$ cat src/rtl/mips_mem_pkg.sv
// Shared encodings for the MEM-stage access unit: access sizes and controller states.
package mips_mem_pkg;

    typedef enum logic [1:0] {
        SIZE_WORD = 2'b00,
        SIZE_HALF = 2'b01,
        SIZE_BYTE = 2'b10,
        SIZE_RSVD = 2'b11
    } mem_size_e;

    typedef enum logic [1:0] {
        IDLE = 2'b00,
        WAIT = 2'b01,
        DONE = 2'b10
    } mau_state_e;

endpackage

$ cat src/rtl/load_align.sv
// Load formatter: picks the addressed byte/half lane from a bus word and extends it to 32 bits.
module load_align
    import mips_mem_pkg::*;
(
    input  logic [31:0] RData,
    input  logic [1:0]  ByteOffset,
    input  logic [1:0]  Size,
    input  logic        SignExt,
    output logic [31:0] Data
);

    logic [7:0]  byte_sel;
    logic [15:0] half_sel;

    always_comb begin
        byte_sel = RData[7:0];
        case (ByteOffset)
            2'd1:    byte_sel = RData[15:8];
            2'd2:    byte_sel = RData[23:16];
            2'd3:    byte_sel = RData[31:24];
            default: byte_sel = RData[7:0];
        endcase
        half_sel = ByteOffset[1] ? RData[31:16] : RData[15:0];

        Data = RData;
        case (mem_size_e'(Size))
            SIZE_HALF: Data = {{16{SignExt & half_sel[15]}}, half_sel};
            SIZE_BYTE: Data = {{24{SignExt & byte_sel[7]}}, byte_sel};
            default:   Data = RData;
        endcase
    end

endmodule

$ cat src/rtl/mem_access_unit.sv
// MEM-stage controller: issues req/ack data-memory accesses, stalls the pipeline until
// completion, formats load data and flags misaligned accesses and bus timeouts.
module mem_access_unit
    import mips_mem_pkg::*;
#(
    parameter int TIMEOUT_CYCLES = 16,
    parameter int DATA_W         = 32
) (
    input  logic              Clock,
    input  logic              Reset,
    input  logic              MemRead_In,
    input  logic              MemWrite_In,
    input  logic [1:0]        MemSize_In,
    input  logic              MemSignExt_In,
    input  logic [DATA_W-1:0] Address_In,
    input  logic [DATA_W-1:0] WriteData_In,
    output logic              MemReq,
    output logic              MemWe,
    output logic [DATA_W-1:0] MemAddr,
    output logic [3:0]        MemByteEn,
    output logic [DATA_W-1:0] MemWData,
    input  logic [DATA_W-1:0] MemRData,
    input  logic              MemAck,
    output logic [DATA_W-1:0] ReadData_Out,
    output logic              Stall,
    output logic              MisalignedExc,
    output logic              BusError
);

    localparam int CNT_W = (TIMEOUT_CYCLES > 2) ? $clog2(TIMEOUT_CYCLES) : 1;
    localparam logic [CNT_W-1:0] CNT_LAST = CNT_W'(TIMEOUT_CYCLES - 1);

    mau_state_e       state_q, state_d;
    logic [CNT_W-1:0] cnt_q, cnt_d;
    logic             req_q, req_d;
    logic             we_q, we_d;
    logic [31:0]      addr_q, addr_d;
    logic [3:0]       be_q, be_d;
    logic [31:0]      wdata_q, wdata_d;
    logic [31:0]      rdata_q, rdata_d;
    logic             mis_q, mis_d;
    logic             berr_q, berr_d;
    // Load formatting context, captured at issue so it does not rely on EX/MEM holding.
    logic             load_q, load_d;
    logic [1:0]       off_q, off_d;
    logic [1:0]       size_q, size_d;
    logic             sext_q, sext_d;

    mem_size_e   size_in;
    logic        access;
    logic        aligned;
    logic [3:0]  st_be;
    logic [31:0] st_wdata;
    logic [31:0] load_data;

    load_align u_load_align (
        .RData      (MemRData),
        .ByteOffset (off_q),
        .Size       (size_q),
        .SignExt    (sext_q),
        .Data       (load_data)
    );

    always_comb begin
        size_in = mem_size_e'(MemSize_In);
        access  = MemRead_In | MemWrite_In;

        aligned  = (Address_In[1:0] == 2'b00);
        st_be    = 4'b1111;
        st_wdata = WriteData_In;
        case (size_in)
            SIZE_HALF: begin
                aligned  = ~Address_In[0];
                st_be    = Address_In[1] ? 4'b1100 : 4'b0011;
                st_wdata = {2{WriteData_In[15:0]}};
            end
            SIZE_BYTE: begin
                aligned  = 1'b1;
                st_be    = 4'b0001 << Address_In[1:0];
                st_wdata = {4{WriteData_In[7:0]}};
            end
            default: ;
        endcase
    end

    always_comb begin
        state_d = state_q;
        cnt_d   = cnt_q;
        req_d   = req_q;
        we_d    = we_q;
        addr_d  = addr_q;
        be_d    = be_q;
        wdata_d = wdata_q;
        rdata_d = rdata_q;
        mis_d   = 1'b0;
        berr_d  = 1'b0;
        load_d  = load_q;
        off_d   = off_q;
        size_d  = size_q;
        sext_d  = sext_q;
        Stall   = 1'b0;

        case (state_q)
            IDLE: begin
                if (access && !aligned) begin
                    mis_d   = 1'b1;
                    rdata_d = '0;
                end else if (access) begin
                    Stall   = 1'b1;
                    req_d   = 1'b1;
                    we_d    = MemWrite_In;
                    addr_d  = {Address_In[31:2], 2'b00};
                    be_d    = MemWrite_In ? st_be : 4'b1111;
                    wdata_d = MemWrite_In ? st_wdata : '0;
                    load_d  = ~MemWrite_In;
                    off_d   = Address_In[1:0];
                    size_d  = MemSize_In;
                    sext_d  = MemSignExt_In;
                    cnt_d   = '0;
                    state_d = WAIT;
                end
            end
            WAIT: begin
                Stall = 1'b1;
                if (MemAck) begin
                    req_d = 1'b0;
                    if (load_q) rdata_d = load_data;
                    state_d = DONE;
                end else if (cnt_q == CNT_LAST) begin
                    req_d   = 1'b0;
                    berr_d  = 1'b1;
                    rdata_d = '0;
                    state_d = DONE;
                end else begin
                    cnt_d = cnt_q + 1'b1;
                end
            end
            DONE: state_d = IDLE;
            default: state_d = IDLE;
        endcase
    end

    always_ff @(posedge Clock) begin
        if (Reset) begin
            state_q <= IDLE;
            cnt_q   <= '0;
            req_q   <= 1'b0;
            we_q    <= 1'b0;
            addr_q  <= '0;
            be_q    <= '0;
            wdata_q <= '0;
            rdata_q <= '0;
            mis_q   <= 1'b0;
            berr_q  <= 1'b0;
            load_q  <= 1'b0;
            off_q   <= '0;
            size_q  <= '0;
            sext_q  <= 1'b0;
        end else begin
            state_q <= state_d;
            cnt_q   <= cnt_d;
            req_q   <= req_d;
            we_q    <= we_d;
            addr_q  <= addr_d;
            be_q    <= be_d;
            wdata_q <= wdata_d;
            rdata_q <= rdata_d;
            mis_q   <= mis_d;
            berr_q  <= berr_d;
            load_q  <= load_d;
            off_q   <= off_d;
            size_q  <= size_d;
            sext_q  <= sext_d;
        end
    end

    assign MemReq        = req_q;
    assign MemWe         = we_q;
    assign MemAddr       = addr_q;
    assign MemByteEn     = be_q;
    assign MemWData      = wdata_q;
    assign ReadData_Out  = rdata_q;
    assign MisalignedExc = mis_q;
    assign BusError      = berr_q;

endmodule

$ cat config.mk
export PLATFORM = sky130hd
export DESIGN_NAME = mem_access_unit
export DESIGN_NICKNAME = d
export VERILOG_FILES = /design/src/rtl/mips_mem_pkg.sv /design/src/rtl/load_align.sv /design/src/rtl/mem_access_unit.sv
export SDC_FILE = /design/constraint.sdc
export NUM_CORES = 1
export LEC_CHECK = 0
export ABC_AREA = 0
export CAP_MARGIN = 20
export CORE_MARGIN = 1.5
export CORE_UTILIZATION = 35
export DETAILED_ROUTE_END_ITERATION = 8
export HOLD_SLACK_MARGIN = 0.02
export PLACE_DENSITY = 0.8
export REMOVE_ABC_BUFFERS = 1
export SLEW_MARGIN = 15
export SYNTH_ARGS = -nofsm -noshare
export SYNTH_HDL_FRONTEND = slang
export SYNTH_SLANG_ARGS = --single-unit
$ cat constraint.sdc
create_clock -name Clock -period 4.15 [get_ports Clock]
set_input_delay 0.6225 -clock Clock [delete_from_list [all_inputs] [get_ports Clock]]
set_output_delay 0.6225 -clock Clock [all_outputs]
set_load 0.02 [all_outputs]
---- Word level (Yosys, flattened, before mapping) ----
Index checks and enable logic that the tools add are counted.
storage, ports and cells
  register bits ........................... 114
  input bits .............................. 104
  output and inout port bits .............. 105
  logic and storage cells ................. 86
operators by class
  add/subtract/negate cells ............... 1
  equality and inequality tests ........... 16
  shift operators ......................... 1
  mux-type cells .......................... 34
  bitwise operators ....................... 8
  reductions and logical operators ........ 12
operator list
  cell                                                                   number
  32-bit case mux with 2 select lines                                    3
  32-bit 2-to-1 mux                                                      5
  4-bit 2-to-1 mux                                                       6
  8-bit case mux with 3 select lines                                     1
  16-bit 2-to-1 mux                                                      1
  4-bit case mux with 2 select lines                                     2
  2-bit != test, second input constant                                   5
  2-bit by 1-bit equality test with 1-bit output, second input constant  4
  2-bit equality test, second input constant                             4
  1-bit 2-to-1 mux                                                       8
  2-bit 2-to-1 mux                                                       4
  4-bit AND reduction                                                    2
  3-bit != test, second input constant                                   2
  1-bit case mux with 2 select lines                                     3
  3-bit AND reduction                                                    2
  1-bit NOT                                                              5
  5-bit AND reduction                                                    1
  4-bit by 1-bit adder with 4-bit output, second input constant          1
  4-bit equality test, second input constant                             1
  2-bit logical NOT                                                      2
  2-bit case mux with 2 select lines                                     1
  1-bit by 2-bit left shift with 4-bit output, first input constant      1
  3-bit OR reduction                                                     1
  1-bit AND                                                              2
  other kinds (5)                                                        5

---- Depth between registers and ports, before layout ----
Gate-level depths: netlist (run 1).
  depth in word-level cells ............... 7
  mapped depth ............................ 10
  mapped depth without buffers ............ 7

---- Hierarchy ----
A second synthesis (run 1) with hierarchy kept.
unflattened totals
  cell total of the unflattened synthesis .. 621
  area, all modules ....................... 5,322.6 µm²
by module, submodules not included
  module           times used  cells an instance  area an instance (µm²)  seq. area each (µm²)
  mem_access_unit  1           512                4,620.7                 2,282.2
  load_align       1           109                701.9                   0.0

---- Worst setup path before layout (run 1) ----
Ideal clock, no wire load.
  path type ............................... in2out
  start point ............................. input MemSize_In[0]
  end point ............................... output Stall
  arrival time ............................ 2.020 ns
  data required time ...................... 3.527 ns
  path slack .............................. 1.508 ns
  cell stages on the path ................. 8
  buffers on the path ..................... 2
  path through ............................ inv_1 ha_1 buf_4 nand2b_1 a21oi_4 o21bai_2 clkbuf_1 nand2_1
between the ends
  cells in the longest elaborated chain, start to end .. 6
  elaborated cells on any way between the ends .. 7
  classes of those cells .................. 2 x eq/ne; 3 x mux; 2 x reduce/logical
ends and longest elaborated chain
  item                                                                                   RTL line                source
  start: declaration                                                                     mem_access_unit.sv:13   input logic [1:0] MemSize_In,
  2-bit equality test or 2-bit by 1-bit equality test with 1-bit output (tied branches)  mem_access_unit.sv:71   case (size_in)
  1-bit case mux with 2 select lines (*)                                                 mem_access_unit.sv:71
  1-bit logical NOT (*)                                                                  mem_access_unit.sv:105  if (access && !aligned) begin
  1-bit logical AND (*)                                                                  mem_access_unit.sv:105
  1-bit 2-to-1 mux (*)                                                                   mem_access_unit.sv:105
  1-bit case mux with 2 select lines (*)                                                 mem_access_unit.sv:103  case (state_q)
  end: declaration                                                                       mem_access_unit.sv:25   output logic Stall,
Every way passes the cells marked *; elsewhere a longest branch is shown, timed or not.

---- Worst setup path in the final report (run 1) ----
Same ends and word-level chain as after synthesis.

==> flow_metrics.tcl, run 1 <==
set metrics [dict create \
    wl_met1_um 6740 \
    drtIter0Drc 352 \
    htreeDepth 4 \
    portBuffers 206 \
    clk_pin_slew_ns 0.05 \
    gp_congestion 0.798 \
    period_minus_slack_ns 3.34 \
    ys_dominant_reg_cell "dfxtp_1" \
    power.internal_mw 2.51 \
    synth.distinct_cells 53 \
    wl_per_cell_um 15.8 \
    switching_share_pct 24.4 \
    grt_pass1_wl_um 23600 \
    final_area_um2 7770 \
    crit_fanout 7 \
    io_pins 209 \
    synth_common_cells "dfxtp_1 (114), nand2_1 (83), a21oi_1 (65)" \
    synth_top_cell_area_share_pct 46.1 \
    crit_type "in2out" \
    synth_most_common_cell "dfxtp_1" \
    seqPwrFrac_pct 35.3 \
    slew-limit-headroom_pct 44.5 \
    slew_viol_final 0 \
    power_leakage_nw 2.83 \
    postSynthCellCount 549 \
    layout-area-overhead-vs-synth_pct 57.0 \
    die_h_um 122 \
    wirelength_um 14800 \
    placedCellCount 905 \
    setup_viol_count_final 0 \
    antenna_found_initial 0 \
    finClkSkew_ns 0.00711 \
    placed_area_um2 7110 \
    cts_resized 0 \
    grt_setup_unrepaired "no" \
    fp.coreArea_um2 13800 \
    synth_edf_count 0 \
    overflow 0 \
    routed-wl-met2_um 6830 \
    netlist_area_um2 4950 \
    cp.arrival_ns 2.72 \
    cts_hold_buf 0 \
    worst_pin_slew_ns 0.830 \
    fmax_ghz 0.299 \
    drc_errors 0 \
    setup.worst_path.end_class "output pin" \
    root_buffer "clkbuf_16" \
    detail-route-antenna-nets 0 \
    first_pass_iters 4 \
    powerDensity_nw_per_um2 428 \
    cts-buffers-inserted 17 \
    maxCapViolCount 0 \
    hold_path.class "reg2reg" \
    min_period_over_period_pct 80.6 \
    syn_area_per_cell_um2 9.01 \
    clockBufferDepth 2 \
    dr.max_layer_used "met4" \
    p_sw_mw 0.811 \
    startpoint_type "input pin" \
    post_cts_buffers 0 \
    synthArstFlopShare_pct 0 \
    pwr-share-clk_pct 48.6 \
    insertion_delay_ns 0.41 \
    hold_viol_final 0 \
    fp.dieW_um 122 \
    drive_above_1_share_pct 8.98 \
    vias_per_cell 5.13 \
    start_util_pct 35.8 \
    critPathRequiredTime_ns 3.53 \
    status "completed" \
    die_area_um2 14900 \
    grt_max_degree 42 \
    combPwrFrac_pct 16.2 \
    vdd_drop_max_mv 0.257 \
    grt.total_usage_pct 20.1 \
    ys_seq_elements 114 \
    synth_largest_area_cell "dfxtp_1" \
    dp_hpwl_um 10100 \
    fin_cells 937 \
    diodes 0 \
    vias 4810 \
    std_cell_rows 43 \
    clock_sinks 114 \
    cts_tree "yes" \
    grt_pass1_vias 4563 \
    final_net_count 853 \
    synth_area_leaders "dfxtp_1 (46%), a21oi_1 (6.6%), nand2_1 (6.3%), a22o_1 (5.7%), o2bb2ai_1 (5.7%)" \
    wl_met3_um 977 \
    fin_tns_setup_ns 0 \
    yosysWarnings 0 \
    seq_area_frac_synth_pct 46.1 \
]
==> kinds of logic (layout without fill, tap and decap cells) <==
kind of cell / Yosys count / count (layout) / synth area share [%]
AO/OA/AOI/OAI: 184 / 184 / 26.7
XOR/XNOR: 3 / 3 / 0.531
buffers and inverters: 53 / 260 / 5.06
AND/OR/NAND/NOR: 177 / 177 / 17.1
other: 1 / 2 / 0.0758
flip-flops: 114 / 114 / 46.1
multiplexers: 12 / 12 / 3.14
adder cells (fa/ha/maj): 5 / 5 / 1.26
==> layer usage <==
metal	up-vias	global-route usage, %
met5	-	0
met1	2281	26.5
met4	0	7.21
li1	2364	-
met2	148	31.3
met3	17	5.66
==> cell usage in the layout (no fill, tap or decap), types with 3 or more instances in the layout <==
cell and n:
dfxtp_1 114, nor2_1 37, a22oi_1 3, clkdlybuf4s50_1 205
nand2b_1 18, mux2_2 8, a21oi_1 65, nor3_1 4
buf_4 13, clkbuf_16 17, bufinv_16 5, clkinv_2 4
a221oi_1 15, nand2_1 83, clkbuf_8 3, ha_1 5
a22o_1 32, o211ai_1 7, nor3b_1 11, inv_1 9
o21ai_0 14, nor2b_1 7, o2bb2ai_1 32
==> stage by stage <==
| stage | utilization (%) | hold WS (ns) | worst slack, ns | power (mW) |
|---|---|---|---|---|
| finish | 56.2 | 0.452 | 0.806 | 3.32 |
| global route | 56.2 | 0.472 | 0.713 | 3.46 |
| CTS | 56.2 | 0.454 | 0.800 | 3.35 |
| detailed placement | 51.5 | 0.439 | 0.814 | 1.73 |
| global placement | 51.5 | 0.442 | 0.835 | 1.73 |
| floorplan | - | 0.447 | 0.473 | 1.46 |
==> worst max-delay path: stages <==
cell	delay [ns]
clkdlybuf4s50_1	0.51
inv_1	0.06
ha_1	0.34
nand2b_4	0.17
a21oi_4	0.25
o21bai_2	0.09
nand2_1	0.07
clkdlybuf4s50_1	0.62
==> registers in the layout, summed over array words and instances (netlist names) <==
name / cells
MemWe: 1
BusError: 1
state_q: 2
MemReq: 1
MemWData: 32
sext_q: 1
size_q: 2
MisalignedExc: 1
off_q: 2
MemAddr: 30
cnt_q: 4
MemByteEn: 4
ReadData_Out: 32
load_q: 1
==> power groups by stage <==
stage / Clock [mW] / Sequential, mW / Combinational (mW)
after floorplan: 0 / 1.24 / 0.211
after global placement: 0 / 1.19 / 0.536
after detailed placement: 0 / 1.19 / 0.539
after CTS: 1.64 / 1.17 / 0.541
after global routing: 1.70 / 1.18 / 0.585
final: 1.61 / 1.17 / 0.538
==> final timing paths <==
check / from / to / slack (ns) / cells after the start
hold / removal: MemAddr[24] / MemAddr[24] / 0.45 / 2
setup / recovery: MemSize_In[0] / Stall / 0.81 / 8
setup reg to reg: size_q[0] / ReadData_Out[11] / 1.45 / 6
hold reg to reg: MemAddr[24] / MemAddr[24] / 0.45 / 2
==> cell type report <==
class                      instances  area, µm²
inverter                           9       33.8
clock buffer                      22        474
clock inverter                    10        179
tap                              180        225
multi-input combinational        383       2420
timing repair buffer             219       2150
fill                            1249       6060
sequential                       114       2280
No activity file was read; power rests on OpenSTA's default activity.
==> inputs of run 2 (changes only) <==
==> constraint.sdc (replaced) <==
create_clock -name Clock -period 3.2 [get_ports Clock]
set_input_delay 0.48 -clock Clock [delete_from_list [all_inputs] [get_ports Clock]]
set_output_delay 0.48 -clock Clock [all_outputs]
set_load 0.02 [all_outputs]
==> run 2 against run 1 <==
Net effect:
- sequential power grew 30%
- count of clock-buffer cells in the layout shrank 1
- critical path type unchanged
- worst setup slack lost 0.66 ns
==> flow_metrics.tcl, run 2 (same netlist as run 1, synthesis figures left out) <==
set metrics [dict create \
    cts_tree "yes" \
    final_net_count 857 \
    worstHoldStart "Reset" \
    first_pass_iters 4 \
    final_cell_mix "clkdlybuf4s50_1 (205), dfxtp_1 (114), nand2_1 (83), a21oi_1 (65), nor2_1 (37)" \
    root_buffer "clkbuf_16" \
    vias 4783 \
    setup_viol_count_final 0 \
    dp_hpwl_um 9940 \
    start_util_pct 35.8 \
    busiest_layer "met2" \
    r2r-end "MemWData[22]" \
    power.internal_mw 3.20 \
    post-route-util_pct 56.3 \
    slew-limit-headroom_pct 28.8 \
    htreeDepth 4 \
    std_cell_rows 43 \
    crit_fanout 6 \
    worstPathCellList "clkdlybuf4s50_1 -> inv_1 -> ha_1 -> nand2b_4 -> a21oi_4 -> buf_4 -> o21bai_2 -> nand2_1 -> clkdlybuf4s50_1" \
    clockBufferDepth 2 \
    finClkSkew_ns 0.00597 \
    grt.total_usage_pct 20.0 \
    power_leakage_nw 2.83 \
    gp_congestion 0.813 \
    insertion_delay_ns 0.42 \
    rrSetupSlack_ns 0.95 \
    pwr-share-clk_pct 47.8 \
    layout-area-overhead-vs-synth_pct 57.3 \
    grt_pass1_vias 4485 \
    post_cts_buffers 0 \
    fin_cells 940 \
    drtIter0Drc 279 \
    fin_hold_ws_ns 0.352 \
    die_area_um2 14900 \
    drc_errors 0 \
    critPathRequiredTime_ns 2.72 \
    cp.arrival_ns 2.57 \
    wirelength_um 14700 \
    overflow 0 \
    worst_pin_slew_ns 1.07 \
    period_minus_slack_ns 3.05 \
    cpPeakStageDelay_ns 0.62 \
    grtUsageMet2_pct 31.3 \
    slowest_stage "clkdlybuf4s50_1" \
    powerDensity_nw_per_um2 547 \
    die_h_um 122 \
    setup.worst_path.end_class "output pin" \
    antenna_found_initial 0 \
    fp.dieW_um 122 \
    slew_viol_final 0 \
    r2r_cells 6 \
    cts_resized 0 \
    pre_cts_ws_ns 0.147 \
    min_to "cnt_q[1]" \
    fin_ws_ns 0.149 \
    maxCapViolCount 0 \
    diodes 0 \
    switching_share_pct 24.9 \
    timing.rr.start "state_q[0]" \
    min_delay_path_depth 2 \
    io_pins 209 \
    crit_path_frequent_cell "clkdlybuf4s50_1" \
    clk_pin_slew_ns 0.05 \
    detail-route-antenna-nets 0 \
    placedCellCount 909 \
    drive_above_1_share_pct 9.61 \
    fin_tns_setup_ns 0 \
    fp.coreArea_um2 13800 \
    clock_sinks 114 \
    p_sw_mw 1.06 \
    portBuffers 206 \
    min_period_over_period_pct 95.3 \
    fmax_ghz 0.328 \
    use_met1_pct 25.6 \
    startpoint_type "input pin" \
    hold_viol_final 0 \
    grt_max_degree 45 \
    status "completed" \
    vdd_drop_max_mv 0.344 \
    cts-buffers-inserted 17 \
    use_met3_pct 7.26 \
    grt_setup_unrepaired "no" \
    final_common_cell "clkdlybuf4s50_1" \
    cts_hold_buf 0 \
    hold_path.class "in2reg" \
    crit_type "in2out" \
    grt_pass1_wl_um 23300 \
    seqPwrFrac_pct 35.7 \
    combPwrFrac_pct 16.5 \
    wl_per_cell_um 15.6 \
    vias_per_cell 5.09 \
]
[run 2: cell count changes in the layout (fill, tap and decap cells not counted)]
cell and delta:
clkbuf_8 +1, buf_4 +4, clkinvlp_4 +2, bufinv_16 -1
clkbuf_1 -2, clkinv_4 -1
[run 2: routing by layer]
metal / vias to the layer above / routed length, µm
li1: 2369 / -
met1: 2236 / 6850
met2: 157 / 6670
met3: 21 / 1010
met4: 0 / 177
met5: - / 0
[run 2: worst max-delay path by stage]
| stage | startpoint | endpoint | slack, ns | cells past startpoint |
|---|---|---|---|---|
| floorplan | MemSize_In[0] | MemWData[0] | -0.33 | 7 |
| global placement | MemSize_In[0] | Stall | 0.16 | 9 |
| detailed placement | MemSize_In[0] | Stall | 0.15 | 9 |
| CTS | MemSize_In[0] | Stall | 0.14 | 9 |
| global route | MemSize_In[0] | Stall | 0.04 | 9 |
| finish | MemSize_In[0] | Stall | 0.15 | 9 |
[run 2: power groups by stage]
stage / combinational [mW] / sequential [mW] / clock, mW
global placement: 0.698 / 1.55 / 0
global route: 0.760 / 1.53 / 2.14
finish: 0.704 / 1.52 / 2.03
floorplan: 0.273 / 1.61 / 0
CTS: 0.706 / 1.52 / 2.06
detailed placement: 0.701 / 1.55 / 0
[run 2: final cells by class]
type	count	area [µm²]
clock buffers	21	480
clock inverters	10	155
fillers	1213	6050
inverters	9	33.8
multi-input cells	383	2420
flip-flops and latches	114	2280
well taps	180	225
repair buffers	223	2180
[run 2: per-stage QoR]
step | instance area [µm²] | power [mW]
2_1_floorplan | 4730 | 1.89
3_3_place_gp | 7140 | 2.24
3_5_place_dp | 7140 | 2.25
4_1_cts | 7780 | 4.29
5_1_grt | 7780 | 4.42
6_report | 7780 | 4.26
[run 2: critical path: cells and delay by family]
family                     cells  cell delay (ns)
adders and majority gates      1             0.33
AOI/OAI and AO/OA              2             0.21
buffers and inverters          4             1.31
and+or+nand+nor                2             0.23
